`src/rtl/lu_result_demux.sv`:
```
`default_nettype none
// ============================================================================
// Module   : lu_result_demux
// Summary  : Splits the shared LU result line back into registered OR/NOR
//            lanes, pairs them and flags non-complementary or orphaned lanes.
// Revision : 1.0 - initial release
// ============================================================================
module lu_result_demux #(
   parameter int WIDTH   = 4,
   parameter int TIMEOUT = 15
) (
   input  logic             clk,
   input  logic             reset,
   input  logic             in_valid,
   input  logic [WIDTH-1:0] in_data,
   input  logic             in_sel,
   output logic             in_ready,
   output logic [WIDTH-1:0] or_q,
   output logic [WIDTH-1:0] nor_q,
   output logic             pair_valid,
   output logic             mismatch,
   output logic             timeout_err
);

   localparam int CNT_W = $clog2(TIMEOUT + 1);

   localparam logic [CNT_W-1:0] c_cnt_last = CNT_W'(TIMEOUT - 1);
   localparam logic [CNT_W-1:0] c_cnt_max  = {CNT_W{1'b1}};
   localparam logic [WIDTH-1:0] c_all_ones = {WIDTH{1'b1}};

   typedef enum logic [1:0] {
      ST_IDLE     = 2'd0,
      ST_HAVE_OR  = 2'd1,
      ST_HAVE_NOR = 2'd2,
      ST_PAIR     = 2'd3
   } state_t;

   state_t           r_state;
   logic [CNT_W-1:0] r_cnt;
   logic [WIDTH-1:0] r_or_q;
   logic [WIDTH-1:0] r_nor_q;
   logic             r_pair_valid;
   logic             r_mismatch;
   logic             r_timeout_err;

   logic             w_ready;
   logic             w_xfer;
   logic             w_xfer_or;
   logic             w_xfer_nor;
   logic [WIDTH-1:0] w_next_or;
   logic [WIDTH-1:0] w_next_nor;
   logic             w_next_mismatch;
   logic             w_expired;

   // PAIR is the only state that refuses a beat; reset forces ready low.
   assign w_ready    = ~reset & (r_state != ST_PAIR);
   assign w_xfer     = in_valid & w_ready;
   assign w_xfer_or  = w_xfer & in_sel;
   assign w_xfer_nor = w_xfer & ~in_sel;

   // Mismatch is judged on the lane values that will be held in the PAIR cycle.
   assign w_next_or       = w_xfer_or  ? in_data : r_or_q;
   assign w_next_nor      = w_xfer_nor ? in_data : r_nor_q;
   assign w_next_mismatch = ((w_next_or ^ w_next_nor) != c_all_ones);

   assign w_expired = ~w_xfer & (r_cnt == c_cnt_last);

   always_ff @(posedge clk or posedge reset) begin
      if (reset) begin
         r_state       <= ST_IDLE;
         r_cnt         <= '0;
         r_or_q        <= '0;
         r_nor_q       <= '0;
         r_pair_valid  <= 1'b0;
         r_mismatch    <= 1'b0;
         r_timeout_err <= 1'b0;
      end else begin
         r_pair_valid  <= 1'b0;
         r_mismatch    <= 1'b0;
         r_timeout_err <= 1'b0;

         if (w_xfer_or) begin
            r_or_q <= in_data;
         end
         if (w_xfer_nor) begin
            r_nor_q <= in_data;
         end

         case (r_state)
            ST_IDLE: begin
               r_cnt <= '0;
               if (w_xfer_or) begin
                  r_state <= ST_HAVE_OR;
               end else if (w_xfer_nor) begin
                  r_state <= ST_HAVE_NOR;
               end
            end

            ST_HAVE_OR, ST_HAVE_NOR: begin
               if ((w_xfer_nor && r_state == ST_HAVE_OR) ||
                   (w_xfer_or  && r_state == ST_HAVE_NOR)) begin
                  r_state      <= ST_PAIR;
                  r_cnt        <= '0;
                  r_pair_valid <= 1'b1;
                  r_mismatch   <= w_next_mismatch;
               end else if (w_xfer) begin
                  // Same-lane repeat: value already overwritten above, wait restarts.
                  r_cnt <= '0;
               end else if (w_expired) begin
                  r_state       <= ST_IDLE;
                  r_cnt         <= '0;
                  r_timeout_err <= 1'b1;
               end else if (r_cnt != c_cnt_max) begin
                  r_cnt <= r_cnt + 1'b1;
               end
            end

            ST_PAIR: begin
               r_state <= ST_IDLE;
               r_cnt   <= '0;
            end

            default: begin
               r_state <= ST_IDLE;
               r_cnt   <= '0;
            end
         endcase
      end
   end

   assign in_ready    = w_ready;
   assign or_q        = r_or_q;
   assign nor_q       = r_nor_q;
   assign pair_valid  = r_pair_valid;
   assign mismatch    = r_mismatch;
   assign timeout_err = r_timeout_err;

endmodule
`default_nettype wire

```
`config.mk`:
```
export PLATFORM = sky130hd
export DESIGN_NAME = lu_result_demux
export DESIGN_NICKNAME = d
export VERILOG_FILES = /design/src/rtl/lu_result_demux.sv
export SDC_FILE = /design/constraint.sdc
export NUM_CORES = 1
export LEC_CHECK = 0
export CORE_MARGIN = 2
export CORE_UTILIZATION = 50
export CTS_CLUSTER_DIAMETER = 150
export DETAILED_ROUTE_END_ITERATION = 16
export DONT_BUFFER_PORTS = 1
export GPL_TIMING_DRIVEN = 0
export PLACE_DENSITY = 0.67
export SYNTH_ARGS = -nofsm -noshare
export SYNTH_HDL_FRONTEND = slang
export SYNTH_SLANG_ARGS = --single-unit
```
`constraint.sdc`:
```
create_clock -name clk -period 2.9 [get_ports clk]
set_input_delay 0.29 -clock clk [delete_from_list [all_inputs] [get_ports clk]]
set_output_delay 0.29 -clock clk [all_outputs]
set_load 0.005 [all_outputs]
```
# --- Word level (Yosys, flattened, before mapping) ---
# Cells that the tools add are included.
word_totals:
  register_bits: 17
  output_inout_bits: 12
op_classes:
  addsub: 1
  n_eq_ne: 11
  muxes: 21
  bitwise_logic: 9
  reduce_logical: 7
op_table:
  columns: ["cell", "count"]
  rows:
  - ["$mux W4", 6]
  - ["$mux W2", 5]
  - ["$ne A3 B3 Y1 const B", 3]
  - ["$mux W1", 8]
  - ["$ne A4 B4 Y1 const B", 2]
  - ["$pmux W4 S2", 1]
  - ["$pmux W2 S3", 1]
  - ["$and A1 B1 Y1", 5]
  - ["$ne A5 B5 Y1 const B", 1]
  - ["$add A4 B1 Y4 const B", 1]
  - ["$eq A2 B2 Y1 const B", 2]
  - ["$eq A4 B4 Y1 const B", 1]
  - ["$reduce_or A2 Y1", 2]
  - ["$xor A4 B4 Y4", 1]
  - ["$not A1 Y1", 3]
  - ["$reduce_and A3 Y1", 1]
  - ["$eq A2 B1 Y1 const B", 1]
  - ["$logic_and A1 B1 Y1", 2]
  - ["$logic_not A2 Y1", 1]
  - ["$ne A2 B2 Y1 const B", 1]
  - ["$logic_or A1 B1 Y1", 1]

# --- Longest topological paths before layout ---
# Gate-level depths: netlist (run 1).
logic_depth:
  depth_word: 9
  mapped_depth: 7
  mapped_depth_nobuf: 7

# --- Least setup slack after synthesis (run 1) ---
# No wires, ideal clock.
synth_timing:
  path_kind: "reg2reg"
  from: "reg r_state[0]"
  to: "reg r_mismatch, in the netlist mismatch"
  arrival_time_ns: 1.657
  t_required_ns: 2.763
  path_slack_ns: 1.106
  stages_incl_launch_ff: 6
  path_buffers: 0
  period_less_slack_ns: 1.794
  path_cell_list: "dfrtp_1 -> ha_1 -> and4bb_4 -> mux2_2 -> xor2_1 -> a41oi_2"
synth_between:
  elab_chain_cells: 9
synth_lines:
  columns: ["item", "line", "text"]
  rows:
  - ["from (decl)", "38", "state_t r_state;"]
  - ["from (signal assigned)", "70", "r_state <= ST_IDLE;"]
  - ["from (signal assigned)", "93", "r_state <= ST_HAVE_OR;"]
  - ["from (signal assigned)", "95", "r_state <= ST_HAVE_NOR;"]
  - ["$ne A2 B2 Y1", "56", "assign w_ready = ~reset & (r_state != ST_PAIR);"]
  - ["$and A1 B1 Y1", "56", null]
  - ["$and A1 B1 Y1", "57", "assign w_xfer = in_valid & w_ready;"]
  - ["$and A1 B1 Y1", "58", "assign w_xfer_or = w_xfer & in_sel;"]
  - ["$mux W4", null, null]
  - ["via w_next_or[3]", "50", "logic [WIDTH-1:0] w_next_or;"]
  - ["$xor A4 B4 Y4", "64", "assign w_next_mismatch = ((w_next_or ^ w_next_nor) != c_all_ones);"]
  - ["$ne A4 B4 Y1", "64", null]
  - ["$mux W1", "100", "if ((w_xfer_nor && r_state == ST_HAVE_OR) ||"]
  - ["$mux W1", "89", "case (r_state)"]
  - ["to (signal assigned)", "105", "r_mismatch <= w_next_mismatch;"]
  - ["to (decl)", "43", "logic r_mismatch;"]
# The timed path passes the listed nets, and every way through them passes these cells.
# A chain may end at the register's enable or synchronous reset.

# --- Worst setup path after layout (run 1) ---
# Ends and elaborated chain as after synthesis.

==> impl_metrics.py, run 1 <==
metrics = {
    "cells_and_area": {
        "regArea_um2": 425,
        "fill_cells": 155,
        "fin_nets": 93,
        "multi_input_area_um2": 445,
        "area_delta_synth_final_pct": 7.74,
        "drive_gt1_frac": 0.205,
        "antennaDiodeCount": 0,
        "layout_common_cells": "dfrtp_1 (17), nor2_1 (6), mux2_2 (6), ha_1 (6)",
        "layout_commonest_cell": "dfrtp_1",
    },
    "clock_network": {
        "cts.sink_count": 17,
        "cts_buffers": 3,
        "h-tree-depth": 1,
        "cts_root_buffer": "clkbuf_4",
        "cts_tree": "done",
        "cts_resized": 0,
        "path_clk_slew_ns": 0.10,
        "cts_buffer_depth": 2,
        "clk_latency_ns": 0.28,
    },
    "sta": {
        "hold_violations": 0,
        "period_share": 0.668,
        "fin_ws_ns": 0.964,
        "rsz0062_at_grt": "no",
        "post-route-min-period_ns": 1.94,
        "tightestPinTransition_ns": 0.623,
        "hold_ws_ns": 0.163,
        "skew_ns": 0.00175,
        "maxSlewViolCount": 0,
        "fin_setup_tns_ns": 0,
        "finalSetupViolations": 0,
        "timing.fmax_mhz": 516,
        "maxSlewHeadroom": 0.584,
    },
    "floorplan": {
        "dieArea_mm2": 0.00213,
        "die_w_um": 46.2,
        "ios": 20,
        "initial_utilization": 0.521,
        "rows": 15,
        "core_area_mm2": 0.00171,
        "die_height_um": 46.2,
    },
    "detailed_routing": {
        "wl_per_cell_um": 13.6,
        "wirelength_mm": 1.40,
        "via_count": 553,
        "drc": 0,
        "firstDrtPassIters": 4,
        "vias_per_cell": 5.37,
        "ant_nets": 0,
        "drt_iter0_markers": 7,
    },
    "outcome": {
        "outcome": "completed",
    },
    "grt": {
        "first_global_vias": 564,
        "grt_pass1_wl_mm": 2.28,
        "antenna_found_initial": 0,
        "grt_usage": 0.158,
        "overflow": 0,
        "grt_max_degree": 18,
    },
    "synth": {
        "async_flop_share": 1.00,
        "synth_seq_cells": 17,
        "yosysWarnings": 0,
        "synth_edf_count": 0,
        "synth-main-ff-cell": "dfrtp_1",
        "synth_nets": 87,
        "syn_inst": 73,
        "netlist_area_um2": 890,
        "synth.avg_cell_area_um2": 12.2,
        "synth.yosys.seq_area_share": 0.478,
        "ys_types": 23,
    },
    "place": {
        "place_ws_ns": 0.948,
        "port_buffers": 0,
        "place.gp.congestion": 0.642,
        "hpwl_mm": 1.07,
    },
    "flow_run": {
        "cap_violations": 0,
    },
    "min_path": {
        "hold_class": "in -> reg",
        "holdPathStages": 1,
    },
    "pwr": {
        "vdd_drop_max_uv": 327,
        "leakagePower_nw": 0.441,
        "p_per_area_mw_per_mm2": 762,
    },
    "critical_path": {
        "startpoint_type": "flip-flop",
        "crit_arrival_ns": 2.10,
        "critPathCaptureType": "flip-flop",
        "path_class": "reg -> reg",
        "ff2ff_path_depth": 5,
        "path_max_fanout": 5,
        "cp.required_ns": 3.06,
    },
}
[path summary, 6_finish.rpt]
path,slack [ns],from,endpoint
max in group asynchronous,1.99,reset,r_cnt[3]
min reg2reg,0.56,or_q[2],or_q[2]
max reg2reg,0.96,r_state[0],mismatch
max,0.96,r_state[0],mismatch
min,0.16,in_data[2],or_q[2]
min in group asynchronous,0.51,reset,or_q[1]
[layout make-up]
type | instances | share of cell area
multi-input cells | 51 | 0.465
flip-flops and latches | 17 | 0.444
well taps | 25 | 0.0326
clock buffers | 3 | 0.0235
inverters | 5 | 0.0196
repair buffers | 1 | 0.0104
clock inverters | 1 | 0.00522
[cell families (layout without fill, tap and decap cells)]
family / count (synthesis) / count (layout) / synth area share
AO/OA/AOI/OAI: 6 / 6 / 0.0563
XOR/XNOR: 5 / 5 / 0.0492
adder cells (fa/ha/maj): 6 / 6 / 0.0844
buffers and inverters: 5 / 10 / 0.0211
flip-flops: 17 / 17 / 0.478
multiplexers: 11 / 11 / 0.150
AND/OR/NAND/NOR: 23 / 23 / 0.160
[report_power, final]
group	internal, mW	total, mW	switching, mW
sequential	0.297	0.348	0.0512
clock	0.0512	0.124	0.0726
combinational	0.123	0.258	0.136
[synth_stat cells, drive strengths merged (2+ instances only)]
library cell,n,share of area
dfrtp,17,0.48
xor2,4,0.039
nand3,5,0.028
mux2,10,0.14
nand2,4,0.017
nor3b,2,0.017
inv,5,0.021
nor2,6,0.025
nor3,2,0.011
ha,6,0.084
o21ai,2,0.011
[per-stage QoR]
step	instances	power, mW	util	area (um2)
detailed placement	98	0.612	0.539	921
CTS	103	0.747	0.561	958
finish	103	0.730	0.561	958
global route	103	0.795	0.561	958
floorplan	73	0.559	-	890
global placement	98	0.602	0.539	921
[registers in the layout, indices dropped and copies added, names as in the netlist]
name,cells
nor_q,4
or_q,4
r_cnt,4
r_state,2
mismatch,1
pair_valid,1
timeout_err,1
[critical path, stage by stage (launching register included)]
cell and delay [ns]:
dfrtp_1 0.42, ha_1 0.28, and4bb_4 0.43, mux2_2 0.37, xor2_1 0.19, a41oi_2 0.11
[metal layers]
metal,track usage,vias up,wire length (um)
met3,0.0353,2,53
met1,0.168,274,602
met5,0,-,0
met2,0.275,13,735
met4,0.103,0,12
li1,-,264,-
[repair_timing]
item / 4_1_cts / 5_1_grt
hold endpoints to repair: 17 / 0
buffers inserted: 0 / 0
hold buffers: 1 / 0
Note: power is estimated with default switching activity, not from simulation.
==> run 2, diff against run 1 <==
Settings changed: PLACE_DENSITY 0.67 to 0.7.
Clock period 2.9 ns to 1.7 ns, I/O delays scaled along.
==> run 2 against run 1 <==
  * The run now ends with setup timing left
  * Sequential power up 73%
  * Register-to-register slack worse by 1.1 ns
  * Cell area up 9.7%
  * Largest power group unchanged
  * Highest routed layer unchanged
==> impl_metrics.py, run 2 (synthesis gave the netlist of run 1 again) <==
metrics = {
    "outcome": {
        "outcome": "finished with violations",
        "violations": "setup timing",
    },
    "pwr": {
        "power_frac_clock": 0.159,
        "leakagePower_nw": 0.482,
        "switching_power_mw": 0.494,
        "switching_share": 0.361,
        "p_per_area_mw_per_mm2": 1300,
        "internal_power_mw": 0.874,
        "power_mw": 1.37,
        "seq_power_share": 0.440,
        "vdd_drop_max_uv": 659,
        "combPwrFrac": 0.401,
    },
    "clock_network": {
        "cts_buffers": 3,
        "clk_latency_ns": 0.29,
        "cts_root_buffer": "clkbuf_4",
        "cts_buffer_depth": 2,
        "cts_tree": "done",
        "cts.sink_count": 17,
        "h-tree-depth": 1,
        "path_clk_slew_ns": 0.10,
    },
    "floorplan": {
        "die_w_um": 46.2,
        "initial_utilization": 0.521,
        "die_height_um": 46.2,
        "ios": 20,
        "rows": 15,
        "core_area_mm2": 0.00171,
        "dieArea_mm2": 0.00213,
    },
    "critical_path": {
        "max_stage_delay_ns": 0.43,
        "startpoint_type": "flip-flop",
        "crit_slowest_cell": "dfrtp_1",
        "path_max_fanout": 4,
        "cp.required_ns": 1.87,
        "crit_path_cell_trace": "ha_4, nor4b_4, buf_4, mux2_2, xor2_2, a41oi_2",
        "path_class": "reg -> reg",
        "crit_arrival_ns": 1.97,
        "critPathCaptureType": "flip-flop",
    },
    "cells_and_area": {
        "layout_commonest_cell": "dfrtp_1",
        "drive_gt1_frac": 0.341,
        "antennaDiodeCount": 0,
        "fin_nets": 97,
        "fill_cells": 133,
        "area_delta_synth_final_pct": 18.1,
        "layout_common_cells": "dfrtp_1 (17), nor2_1 (6), mux2_4 (6)",
        "fin_util": 0.615,
    },
    "detailed_routing": {
        "vias_per_cell": 5.50,
        "wirelength_mm": 1.52,
        "ant_nets": 0,
        "drt_iter0_markers": 7,
        "drc": 0,
        "wl_per_cell_um": 14.2,
        "firstDrtPassIters": 4,
        "via_count": 588,
    },
    "sta": {
        "period_share": 1.06,
        "tightestPinTransition_ns": 0.748,
        "hold_ws_ns": 0.0504,
        "maxSlewViolCount": 0,
        "rsz0062_at_grt": "yes",
        "finalSetupViolations": 2,
        "fin_ws_ns": -0.102,
        "hold_violations": 0,
        "post-route-min-period_ns": 1.80,
        "fin_setup_tns_ns": -0.199,
        "maxSlewHeadroom": 0.499,
        "timing.fmax_mhz": 555,
        "skew_ns": 0.00124,
    },
    "place": {
        "hpwl_mm": 1.03,
        "port_buffers": 0,
        "place_ws_ns": -0.157,
        "place.gp.congestion": 0.754,
    },
    "grt": {
        "grt_max_degree": 18,
        "first_global_vias": 551,
        "antenna_found_initial": 0,
        "grt_usage": 0.160,
        "grt_pass1_wl_mm": 2.36,
        "overflow": 0,
    },
    "min_path": {
        "hold_class": "in -> reg",
    },
    "flow_run": {
        "cap_violations": 0,
    },
}
-- run 2: cell count changes in the layout (fill, tap and decap cells not counted), moves of 3 or more --
cell / previous run / this run
buf_4: 0 / 4
xor2_1: 4 / 0
xor2_2: 0 / 4
mux2_2: 6 / 3
mux2_4: 3 / 6
-- run 2: area by class of cell --
cell class | count | area, um2 | area share
clock buffers | 3 | 22.5 | 0.0214
flip-flops and latches | 17 | 425 | 0.405
clock inverters | 1 | 5.00 | 0.00476
well taps | 25 | 31.3 | 0.0298
multi-input cells | 51 | 508 | 0.483
inverters | 5 | 18.8 | 0.0179
repair buffers | 5 | 40.0 | 0.0381
-- run 2: power groups by stage --
stage,Combinational (mW),Clock (mW),Sequential [mW]
6_report,0.548,0.218,0.602
3_3_place_gp,0.431,0,0.610
2_1_floorplan,0.375,0,0.595
3_5_place_dp,0.445,0,0.613
4_1_cts,0.537,0.222,0.600
5_1_grt,0.602,0.249,0.624
-- run 2: repair_timing --
action,CTS,global route
pin swaps,4,2
hold buffers,1,0
endpoints found under the hold margin,17,0
gates resized for setup,8,2
buffers inserted,4,0
endpoints found under the setup margin,2,3
-- run 2: layer usage --
metal / up-vias / GRT usage / wire length (um)
li1: 270 / - / -
met1: 294 / 0.185 / 595
met2: 20 / 0.278 / 810
met3: 4 / 0.0392 / 83
met4: 0 / 0.0686 / 27
met5: - / 0 / 0
-- run 2: metrics by stage --
step | cell area, um2 | instances
3_3_place_gp | 936 | 98
4_1_cts | 1040 | 107
3_5_place_dp | 936 | 98
6_report | 1050 | 107
2_1_floorplan | 905 | 73
5_1_grt | 1050 | 107
-- run 2: final timing paths --
| path | start | slack [ns] | end | cells past startpoint |
|---|---|---|---|---|
| min | in_data[1] | 0.05 | nor_q[1] | 1 |
| max reg2reg | r_state[0] | -0.10 | mismatch | 6 |
| min in group asynchronous | reset | 0.44 | r_state[0] | 2 |
| max in group asynchronous | reset | 0.79 | or_q[0] | 2 |
| max | r_state[0] | -0.10 | mismatch | 6 |
| min reg2reg | or_q[2] | 0.58 | or_q[2] | 1 |
-- run 2: worst max-delay path, delay by kind of cell (launching register included) --
kind                       cells  cell delay, ns
adders and majority gates      1            0.19
DFF                            1            0.43
AOI/OAI and AO/OA              1            0.10
buffers and inverters          1            0.18
and+or+nand+nor                1            0.25
xor gates and xnor gates       1            0.14
muxes                          1            0.37
==> run 3, diff against run 2 <==
Settings changed: CORE_MARGIN 2 to 8.
==> run 3 against run 2 <==
  * The run still ends with setup timing left
  * Non-clock buffer count unchanged
  * Combinational power up 9.7%
  * Count of clock-buffer cells in the layout up 1
  * Critical endpoint unchanged
  * First-iteration DRC count up 130%
  * Register-to-register slack better by 0.02 ns
  * Critical path type unchanged
  * Largest power group unchanged
  * Core utilization up 0.073 points
==> impl_metrics.py, run 3 (synthesis gave the netlist of run 1 again) <==
metrics = {
    "sta": {
        "fin_setup_tns_ns": -0.166,
        "maxSlewViolCount": 0,
        "post-route-min-period_ns": 1.78,
        "finalSetupViolations": 3,
        "tightestPinTransition_ns": 0.740,
        "rsz0062_at_grt": "yes",
        "maxSlewHeadroom": 0.505,
        "hold_violations": 0,
        "timing.fmax_mhz": 562,
        "period_share": 1.05,
        "fin_ws_ns": -0.0800,
        "hold_ws_ns": 0.0405,
        "skew_ns": 0.00719,
    },
    "flow_run": {
        "cap_violations": 0,
    },
    "detailed_routing": {
        "ant_nets": 0,
        "via_count": 579,
        "firstDrtPassIters": 4,
        "vias_per_cell": 5.41,
        "wl_per_cell_um": 15.5,
        "wirelength_mm": 1.65,
        "drc": 0,
        "drt_iter0_markers": 16,
    },
    "place": {
        "port_buffers": 0,
        "dpl.cell_count": 98,
        "place.gp.congestion": 0.686,
        "hpwl_mm": 1.16,
    },
    "cells_and_area": {
        "layout_commonest_cell": "dfrtp_1",
        "instances_no_fill": 107,
        "area_delta_synth_final_pct": 18.3,
        "layout_common_cells": "dfrtp_1 (17), mux2_4 (7), nor2_1 (6)",
        "fin_nets": 97,
        "fill_cells": 134,
        "antennaDiodeCount": 0,
        "drive_gt1_frac": 0.341,
    },
    "clock_network": {
        "cts_root_buffer": "clkbuf_4",
        "cts_buffer_depth": 2,
        "cts.sink_count": 17,
        "clk_latency_ns": 0.30,
        "path_clk_slew_ns": 0.10,
        "cts_tree": "done",
        "cts_buffers": 3,
        "h-tree-depth": 1,
    },
    "grt": {
        "grt_max_degree": 18,
        "first_global_vias": 576,
        "grt_pass1_wl_mm": 2.66,
        "antenna_found_initial": 0,
        "overflow": 0,
        "grt_usage": 0.105,
    },
    "floorplan": {
        "dieArea_mm2": 0.00338,
        "ios": 20,
        "die_height_um": 58.2,
        "initial_utilization": 0.521,
        "die_w_um": 58.2,
        "rows": 15,
        "core_area_mm2": 0.00171,
    },
    "pwr": {
        "vdd_drop_max_uv": 659,
        "power_mw": 1.43,
        "p_per_area_mw_per_mm2": 1360,
        "leakagePower_nw": 0.475,
    },
    "critical_path": {
        "crit_arrival_ns": 1.96,
        "startpoint_type": "flip-flop",
        "path_class": "reg -> reg",
        "r2r_setup_slack_ns": -0.08,
        "path_max_fanout": 5,
        "cp.required_ns": 1.88,
        "critPathCaptureType": "flip-flop",
    },
    "min_path": {
        "hold_class": "in -> reg",
    },
    "outcome": {
        "violations": "setup timing",
        "outcome": "finished with violations",
    },
}
-- run 3: per-stage QoR --
step                area [um2]   util  setup WS (ns)
global route              1050  0.616         -0.133
CTS                       1040  0.610        -0.0967
floorplan                  905      -        0.00341
detailed placement         936  0.548         -0.157
global placement           936  0.548         -0.148
finish                    1050  0.616        -0.0800
-- run 3: cell type report --
class	instances	area, um2	share of cell area
flip-flops and latches	17	425	0.404
multi-input cells	51	510	0.485
well taps	25	31.3	0.0297
inverters	5	18.8	0.0178
repair buffers	5	40.0	0.0380
clock buffers	4	26.3	0.0250
-- run 3: where the power goes --
part	switching (mW)	internal [mW]	leakage, nW
logic	0.287	0.315	0.245
registers	0.100	0.507	0.216
clock network	0.131	0.0916	0.0150
-- run 3: path summary, 6_finish.rpt --
| path | startpoint | endpoint | cells after the start |
|---|---|---|---|
| setup / recovery | r_state[0] | mismatch | 5 |
| min in group asynchronous | reset | nor_q[1] | 2 |
| max in group asynchronous | reset | or_q[0] | 2 |
| hold reg to reg | nor_q[2] | nor_q[2] | 1 |
| hold / removal | in_data[1] | nor_q[1] | 1 |
| setup reg to reg | r_state[0] | mismatch | 5 |
-- run 3: worst max-delay path, cell delays in order (launching register included) --
cell and delay (ns):
dfrtp_1 0.43, ha_4 0.19, and4bb_4 0.37, mux2_2 0.38
xor2_2 0.17, a41oi_2 0.10
-- run 3: per-layer routing --
layer,part of all wire,track usage,up-vias
li1,-,-,269
met4,0.022,0.0629,0
met1,0.38,0.101,280
met2,0.50,0.183,27
met3,0.095,0.0442,3
met5,0,0,-
-- run 3: timing repair --
action / 4_1_cts / 5_1_grt
endpoints found under the setup margin: 2 / 3
hold endpoints to repair: 17 / 0
buffers inserted: 4 / 0
hold buffers: 1 / 0
gates resized for setup: 8 / 4
pin swaps: 5 / 4
